### src/rtl/magnitude_sar_search.sv
`default_nettype none
// ============================================================================
//  Module   : magnitude_sar_search
//  Purpose  : MSB-first successive-approximation search that owns operand B of
//             an external magnitude comparator and recovers the unknown value
//             held on its operand A. Exits early on EQ and flags any sample
//             where the LT/EQ/GT flags are not one-hot.
//  Revision : 1.0  initial release
// ============================================================================
module magnitude_sar_search #(
    parameter int WIDTH  = 8,
    parameter int SETTLE = 1
) (
    input  logic                       clk,
    input  logic                       rst,
    input  logic                       start,
    output logic [WIDTH-1:0]           cmp_b,
    input  logic                       cmp_lt,
    input  logic                       cmp_eq,
    input  logic                       cmp_gt,
    output logic                       busy,
    output logic                       done,
    output logic [WIDTH-1:0]           result,
    output logic [$clog2(WIDTH+1)-1:0] steps,
    output logic                       err
);

    localparam int IW  = (WIDTH  > 1) ? $clog2(WIDTH)  : 1;
    localparam int SW  = (SETTLE > 1) ? $clog2(SETTLE) : 1;
    localparam int STW = $clog2(WIDTH + 1);

    localparam logic [WIDTH-1:0] C_ONE      = WIDTH'(1);
    localparam logic [WIDTH-1:0] C_MSB      = C_ONE << (WIDTH - 1);
    localparam logic [IW-1:0]    C_IDX_TOP  = IW'(WIDTH - 1);
    localparam logic [SW-1:0]    C_SETTLE_M = SW'(SETTLE - 1);
    localparam logic [STW-1:0]   C_STEP_INC = STW'(1);

    typedef enum logic [1:0] {
        S_IDLE  = 2'd0,
        S_DRIVE = 2'd1,
        S_DONE  = 2'd2
    } state_t;

    state_t            state_q,  state_d;
    logic [WIDTH-1:0]  acc_q,    acc_d;
    logic [IW-1:0]     idx_q,    idx_d;
    logic [SW-1:0]     settle_q, settle_d;
    logic [STW-1:0]    steps_q,  steps_d;
    logic [WIDTH-1:0]  cmp_b_q,  cmp_b_d;
    logic [WIDTH-1:0]  result_q, result_d;
    logic              err_q,    err_d;

    logic [WIDTH-1:0]  w_bit;
    logic [WIDTH-1:0]  w_acc_new;
    logic [2:0]        w_flags;
    logic              w_onehot;

    // State and datapath registers; reset wins over any search in progress.
    always_ff @(posedge clk) begin
        if (rst) begin
            state_q  <= S_IDLE;
            acc_q    <= '0;
            idx_q    <= '0;
            settle_q <= '0;
            steps_q  <= '0;
            cmp_b_q  <= '0;
            result_q <= '0;
            err_q    <= '0;
        end else begin
            state_q  <= state_d;
            acc_q    <= acc_d;
            idx_q    <= idx_d;
            settle_q <= settle_d;
            steps_q  <= steps_d;
            cmp_b_q  <= cmp_b_d;
            result_q <= result_d;
            err_q    <= err_d;
        end
    end

    // Next-state logic: launch, settle, sample-and-refine, report.
    always_comb begin
        state_d   = state_q;
        acc_d     = acc_q;
        idx_d     = idx_q;
        settle_d  = settle_q;
        steps_d   = steps_q;
        cmp_b_d   = cmp_b_q;
        result_d  = result_q;
        err_d     = err_q;
        w_bit     = C_ONE << idx_q;
        w_flags   = {cmp_lt, cmp_eq, cmp_gt};
        w_onehot  = (w_flags == 3'b100) || (w_flags == 3'b010) || (w_flags == 3'b001);
        // GT means A is above the candidate, so the trial bit belongs in A.
        w_acc_new = cmp_gt ? cmp_b_q : acc_q;

        case (state_q)
            S_IDLE: begin
                if (start) begin
                    acc_d    = '0;
                    idx_d    = C_IDX_TOP;
                    cmp_b_d  = C_MSB;
                    steps_d  = '0;
                    err_d    = 1'b0;
                    settle_d = C_SETTLE_M;
                    state_d  = S_DRIVE;
                end
            end
            S_DRIVE: begin
                if (settle_q != '0) begin
                    settle_d = settle_q - SW'(1);
                end else begin
                    steps_d = steps_q + C_STEP_INC;
                    if (!w_onehot) begin
                        // Report the bits already proven good, not the suspect candidate.
                        err_d    = 1'b1;
                        result_d = acc_q;
                        cmp_b_d  = '0;
                        state_d  = S_DONE;
                    end else if (cmp_eq) begin
                        result_d = cmp_b_q;
                        cmp_b_d  = '0;
                        state_d  = S_DONE;
                    end else begin
                        acc_d = w_acc_new;
                        if (idx_q == '0) begin
                            result_d = w_acc_new;
                            cmp_b_d  = '0;
                            state_d  = S_DONE;
                        end else begin
                            idx_d    = idx_q - IW'(1);
                            cmp_b_d  = w_acc_new | (w_bit >> 1);
                            settle_d = C_SETTLE_M;
                        end
                    end
                end
            end
            S_DONE: begin
                state_d = S_IDLE;
            end
            default: begin
                state_d = S_IDLE;
            end
        endcase
    end

    assign cmp_b  = cmp_b_q;
    assign busy   = (state_q == S_DRIVE);
    assign done   = (state_q == S_DONE);
    assign result = result_q;
    assign steps  = steps_q;
    assign err    = err_q;

endmodule
`default_nettype wire
### config.mk
export PLATFORM = sky130hd
export DESIGN_NAME = magnitude_sar_search
export DESIGN_NICKNAME = d
export VERILOG_FILES = /design/src/rtl/magnitude_sar_search.sv
export SDC_FILE = /design/constraint.sdc
export NUM_CORES = 1
export LEC_CHECK = 0
export BUFFER_PORTS_ARGS = -buffer_cell sky130_fd_sc_hd__clkbuf_2
export CAP_MARGIN = 20
export CORE_MARGIN = 5
export CORE_UTILIZATION = 40
export CTS_BUF_LIST = sky130_fd_sc_hd__clkbuf_8
export CTS_CLUSTER_DIAMETER = 150
export DETAILED_ROUTE_END_ITERATION = 16
export RECOVER_POWER = 50
export SYNTH_ARGS = -nofsm -noshare
export SYNTH_HDL_FRONTEND = slang
export SYNTH_SLANG_ARGS = --single-unit
### constraint.sdc
create_clock -name clk -period 1.48 [get_ports clk]
set_input_delay 0.222 -clock clk [delete_from_list [all_inputs] [get_ports clk]]
set_output_delay 0.222 -clock clk [all_outputs]
set_load 0.03 [all_outputs]
Word level (Yosys, flattened, before mapping)
Cells that the tools add are included.
{ "op_classes": {"add_sub_neg": 3, "n_eq_ne": 13, "n_shift": 1, "mux": 36, "bitwise_logic": 2, "reduce_logical": 12} }
{ "ops": {"columns": ["op", "n"], "rows": [
  ["$mux W8", 13],
  ["$pmux W8 S2", 2],
  ["$mux W3", 5],
  ["$mux W2", 5],
  ["$ne A2 B2 Y1 const B", 5],
  ["$reduce_and A3 Y1", 3],
  ["$mux W4", 2],
  ["$or A8 B7 Y8", 1],
  ["$pmux W4 S2", 1],
  ["$shl A1 B3 Y8 const A", 1],
  ["$pmux W3 S2", 1],
  ["$reduce_and A6 Y1", 1],
  ["$reduce_and A5 Y1", 1],
  ["$add A4 B1 Y4 const B", 1],
  ["$mux W1", 4],
  ["$ne A4 B3 Y1 const B", 1],
  ["$pmux W1 S2", 2],
  ["$pmux W2 S2", 1],
  ["$reduce_and A4 Y1", 1],
  ["$eq A3 B1 Y1 const B", 1],
  ["$eq A3 B2 Y1 const B", 1],
  ["$eq A3 B3 Y1 const B", 1],
  ["$logic_not A3 Y1", 1],
  ["$ne A3 B2 Y1 const B", 1],
  ["10 further kinds", 11]
]} }
{ "totals": {"ff_bits": 35, "inputBits": 6, "word_cells": 75} }

Logic depth before layout (Yosys ltp)
{ "logic_depth": {"ltp_word": 7, "mapped_depth": 7} }

Worst setup path before layout
OpenSTA, ideal clock, no wires.
{ "synth_timing": {"path_kind": "flip-flop to flip-flop", "start": "register idx_q[0]", "end": "register result_q[1] (netlist: result[1])", "setup_ns": 0.138, "t_arrival_ns": 1.463, "required_ns": 1.342, "setup_slack_ns": -0.121, "stages_incl_launch_ff": 8, "period_less_slack_ns": 1.601, "cell_sequence": "dfxtp_1 -> inv_1 -> ha_1 -> nor2b_1 -> o31a_4 -> buf_12 -> nor2_2 -> a311oi_2"} }
{ "synth_between": {"elab_chain_len": 3} }
{ "synth_rtl": {"columns": ["element", "line", "source"], "rows": [
  ["start: declaration", "46", "logic [IW-1:0] idx_q, idx_d;"],
  ["start signal: assignment", "72", "idx_q <= idx_d;"],
  ["$logic_not A3 Y1", "126", "if (idx_q == '0) begin"],
  ["$ne A3 B2 Y1 (no line)", null, null],
  ["$reduce_and A3 Y1 (no line)", null, null],
  ["end signal: assignment", "76", "result_q <= result_d;"],
  ["end: declaration", "50", "logic [WIDTH-1:0] result_q, result_d;"]
]} }
No other way between the ends.
A chain may end at the register's enable or synchronous reset.

Worst setup path in the final report
{ "layout_timing": {"start": "register state_q[1]", "end": "output port busy"} }
{ "layout_between": {"elab_chain_len": 1} }
{ "layout_rtl": {"columns": ["element", "line", "source"], "rows": [
  ["start: declaration", "44", "state_t state_q, state_d;"],
  ["start signal: assignment", "70", "state_q <= state_d;"],
  ["$eq A2 B1 Y1", "148", "assign busy = (state_q == S_DRIVE);"],
  ["end: declaration", "21", "output logic busy,"]
]} }
No other way between the ends.

==> results.py <==
metrics = {
    "outcome": {
        "status": "finished, violations left",
        "violations": "negative setup slack",
    },
    "worst_setup_path": {
        "critPathBufInv": 3,
        "cp-start-kind": "register",
        "cpPeakStageDelay_ps": 310,
        "cp-end-kind": "output pin",
        "cp_top_family": "buffers and inverters",
        "rr_worst_depth": 7,
        "slowest_stage": "dfxtp_1",
        "cp_common_cell": "buf_4",
        "criticalPathCategory": "reg2out",
        "path_depth": 4,
        "cp.arrival_ps": 1270,
        "critPathMaxFanout": 6,
        "crit_required_ps": 1260,
        "regToRegSetupSlack_ps": 10,
        "crit_chain": "nand2b_4 -> inv_1 -> buf_4 -> buf_4",
    },
    "min_path": {
        "min_path_type": "in2reg",
        "hold_depth": 3,
    },
    "timing": {
        "fmax_mhz": 670,
        "hold_ws_ps": 341,
        "slew_viol_final": 0,
        "worst_pin_slew_ps": 370,
        "fin_crit_sh_pct": 101,
        "rsz0062_at_grt": "true",
        "min_period_ps": 1490,
        "fin_ws_ps": -13.5,
        "finalSetupViolCount": 1,
        "fin_skew_ps": 7.64,
        "hold_viol": 0,
        "slew_headroom_pct": 75.5,
    },
    "global_routing": {
        "grt_pass1_vias": 1447,
        "track_usage_pct": 14.4,
        "grt_antenna_before_repair": 0,
        "grt_max_degree": 35,
        "overflow": 0,
        "grt_pass1_wl_um": 6970,
    },
    "drt": {
        "drc_errors": 0,
        "routed_via_density": 5.16,
        "drtAntennaViolNets": 0,
        "wirelength_um": 4060,
        "firstDrtPassIters": 4,
        "drt_iter0_drc": 130,
        "vias": 1507,
        "wire_per_inst_um": 13.9,
    },
    "cts": {
        "tritoncts": "yes",
        "cts_htree_levels": 2,
        "hold_buffers": 0,
        "insertion_delay_ps": 290,
        "clockBufferDepth": 2,
        "cts_sinks": 34,
        "root_buffer": "clkbuf_8",
        "cts.clk_slew.worst_paths_ps": 80,
        "cts_buffers": 5,
    },
    "synth": {
        "yosysTopAreaCellShare_pct": 39.0,
        "yosysTopAreaCell": "dfxtp_1",
        "yosysWarnings": 0,
        "netlist_area_mm2": 0.00175,
        "ys_ff_latch": 34,
        "ys_top_cells_by_area": "dfxtp_1 39%, a311oi_2 6.9%, nor2_1 5.2%, ha_1 4.3%, o21ai_0 4.3%",
        "syn-num-nets": 207,
        "synth_cells": 195,
        "seq_area_frac_synth_pct": 39.0,
        "synth_cell_types": 36,
        "avgSynthCellArea_um2": 8.96,
    },
    "die": {
        "die_w_um": 76.1,
        "die_y_um": 76.1,
        "placement_rows": 24,
        "io_pins": 29,
        "die-area_mm2": 0.00579,
        "start_util_pct": 40.7,
        "coreArea_mm2": 0.00429,
    },
    "pwr": {
        "leakage_nw": 0.815,
        "power_density_mw_per_mm2": 1040,
        "irDropWorstVdd_mv": 0.349,
    },
    "layout": {
        "drive_gt1_share_pct": 30.0,
        "mostFrequentLayoutCell": "dfxtp_1",
        "final_cell_mix": "31 x dfxtp_1, 22 x nor2_1, 22 x buf_4, 19 x clkbuf_1, 16 x nand2_1",
        "final_net_count": 251,
        "n_fill_cell": 429,
        "antenna_cells": 0,
        "area_growth_syn_to_layout_pct": 25.6,
        "stdcell_area_mm2": 0.00219,
    },
    "flow_run": {
        "drv_cap": 0,
    },
    "placement": {
        "place_ws_ps": -9.90,
        "place_area_mm2": 0.00205,
        "hpwl_um": 2910,
        "numPortBuffers": 28,
        "place_congestion": 0.770,
    },
}
-- through the flow --
step                power (mW)  instances  TNS, ps  utilization, %
CTS                       2.29        291    -15.7            50.6
finish                    2.28        292    -13.5            51.1
global route              2.40        292     -233            51.1
floorplan                 1.31        195        0               -
global placement          1.43        281        0            47.7
detailed placement        1.44        281    -20.3            47.7
-- flip-flops by register name, summed over array words and instances, names as in the netlist --
name     cells
acc_q        8
cmp_b        8
err          1
idx_q        3
result       8
state_q      2
steps        4
-- where the power goes --
group / internal, mW / switching, mW
Sequential: 0.954 / 0.0295
Combinational: 0.180 / 0.267
Clock: 0.495 / 0.352
Total: 1.63 / 0.648
-- synth_stat cells --
cell type / number
xor2_1: 1
inv_1: 5
nand3_1: 9
a22oi_1: 9
a221o_1: 3
nand2b_4: 1
ha_1: 6
nor2_2: 2
nor3_1: 6
buf_1: 1
a311oi_1: 2
mux2i_1: 4
or4_1: 1
o21ai_0: 15
dfxtp_1: 34
nor2b_1: 7
a21oi_1: 11
nand2_1: 16
buf_6: 2
a211oi_1: 4
nor4_4: 1
and3_1: 1
clkbuf_1: 7
o21ba_2: 1
nand3b_1: 1
buf_12: 1
xnor2_2: 2
or2_2: 1
buf_2: 2
inv_2: 1
nand2b_1: 3
buf_4: 1
nor2_1: 24
o31a_4: 1
mux2_2: 1
a311oi_2: 8
-- logic make-up after synthesis --
group	count (synthesis)	share of synthesized area (%)
AND/OR/NAND/NOR	73	20.8
AO/OA/AOI/OAI	54	24.2
flip-flops	34	39.0
buffers and inverters	20	6.45
adder cells (fa/ha/maj)	6	4.30
multiplexers	5	2.94
XOR/XNOR	3	2.36
-- tightest hold or removal path: stages --
cell	delay [ps]
clkbuf_2	110
buf_12	200
a311oi_2	50
-- routing by layer --
metal / global-route usage (%) / vias to the layer above / wire length (µm)
met1: 19.2 / 693 / 2020
li1: - / 781 / -
met2: 21.9 / 29 / 1830
met5: 0 / - / 0
met3: 4.85 / 4 / 168
met4: 4.20 / 0 / 46
-- area by class of cell --
class / count / area, µm² / share of cell area (%)
Clock buffer: 5 / 68.8 / 3.14
Multi-Input combinational cell: 141 / 1010 / 46.1
Tap cell: 52 / 65.1 / 2.97
Clock inverter: 3 / 40.0 / 1.83
Sequential cell: 34 / 684 / 31.2
Timing Repair Buffer: 51 / 302 / 13.7
Inverter: 6 / 22.5 / 1.03
-- timing repair --
item                                    in CTS  in global routing
gates cloned                                 0                  0
setup buffers                                2                  1
resized for setup                            1                 11
pin swaps                                    2                  6
endpoints found under the setup margin      11                 12
-- path summary, 6_finish.rpt --
check                                start   endpoint
worst max register to register    idx_q[0]   idx_q[2]
worst max-delay path            state_q[1]       busy
worst min-delay path                   rst  result[1]
worst min register to register    steps[3]   steps[3]
Power figures use the tool's default switching activity.
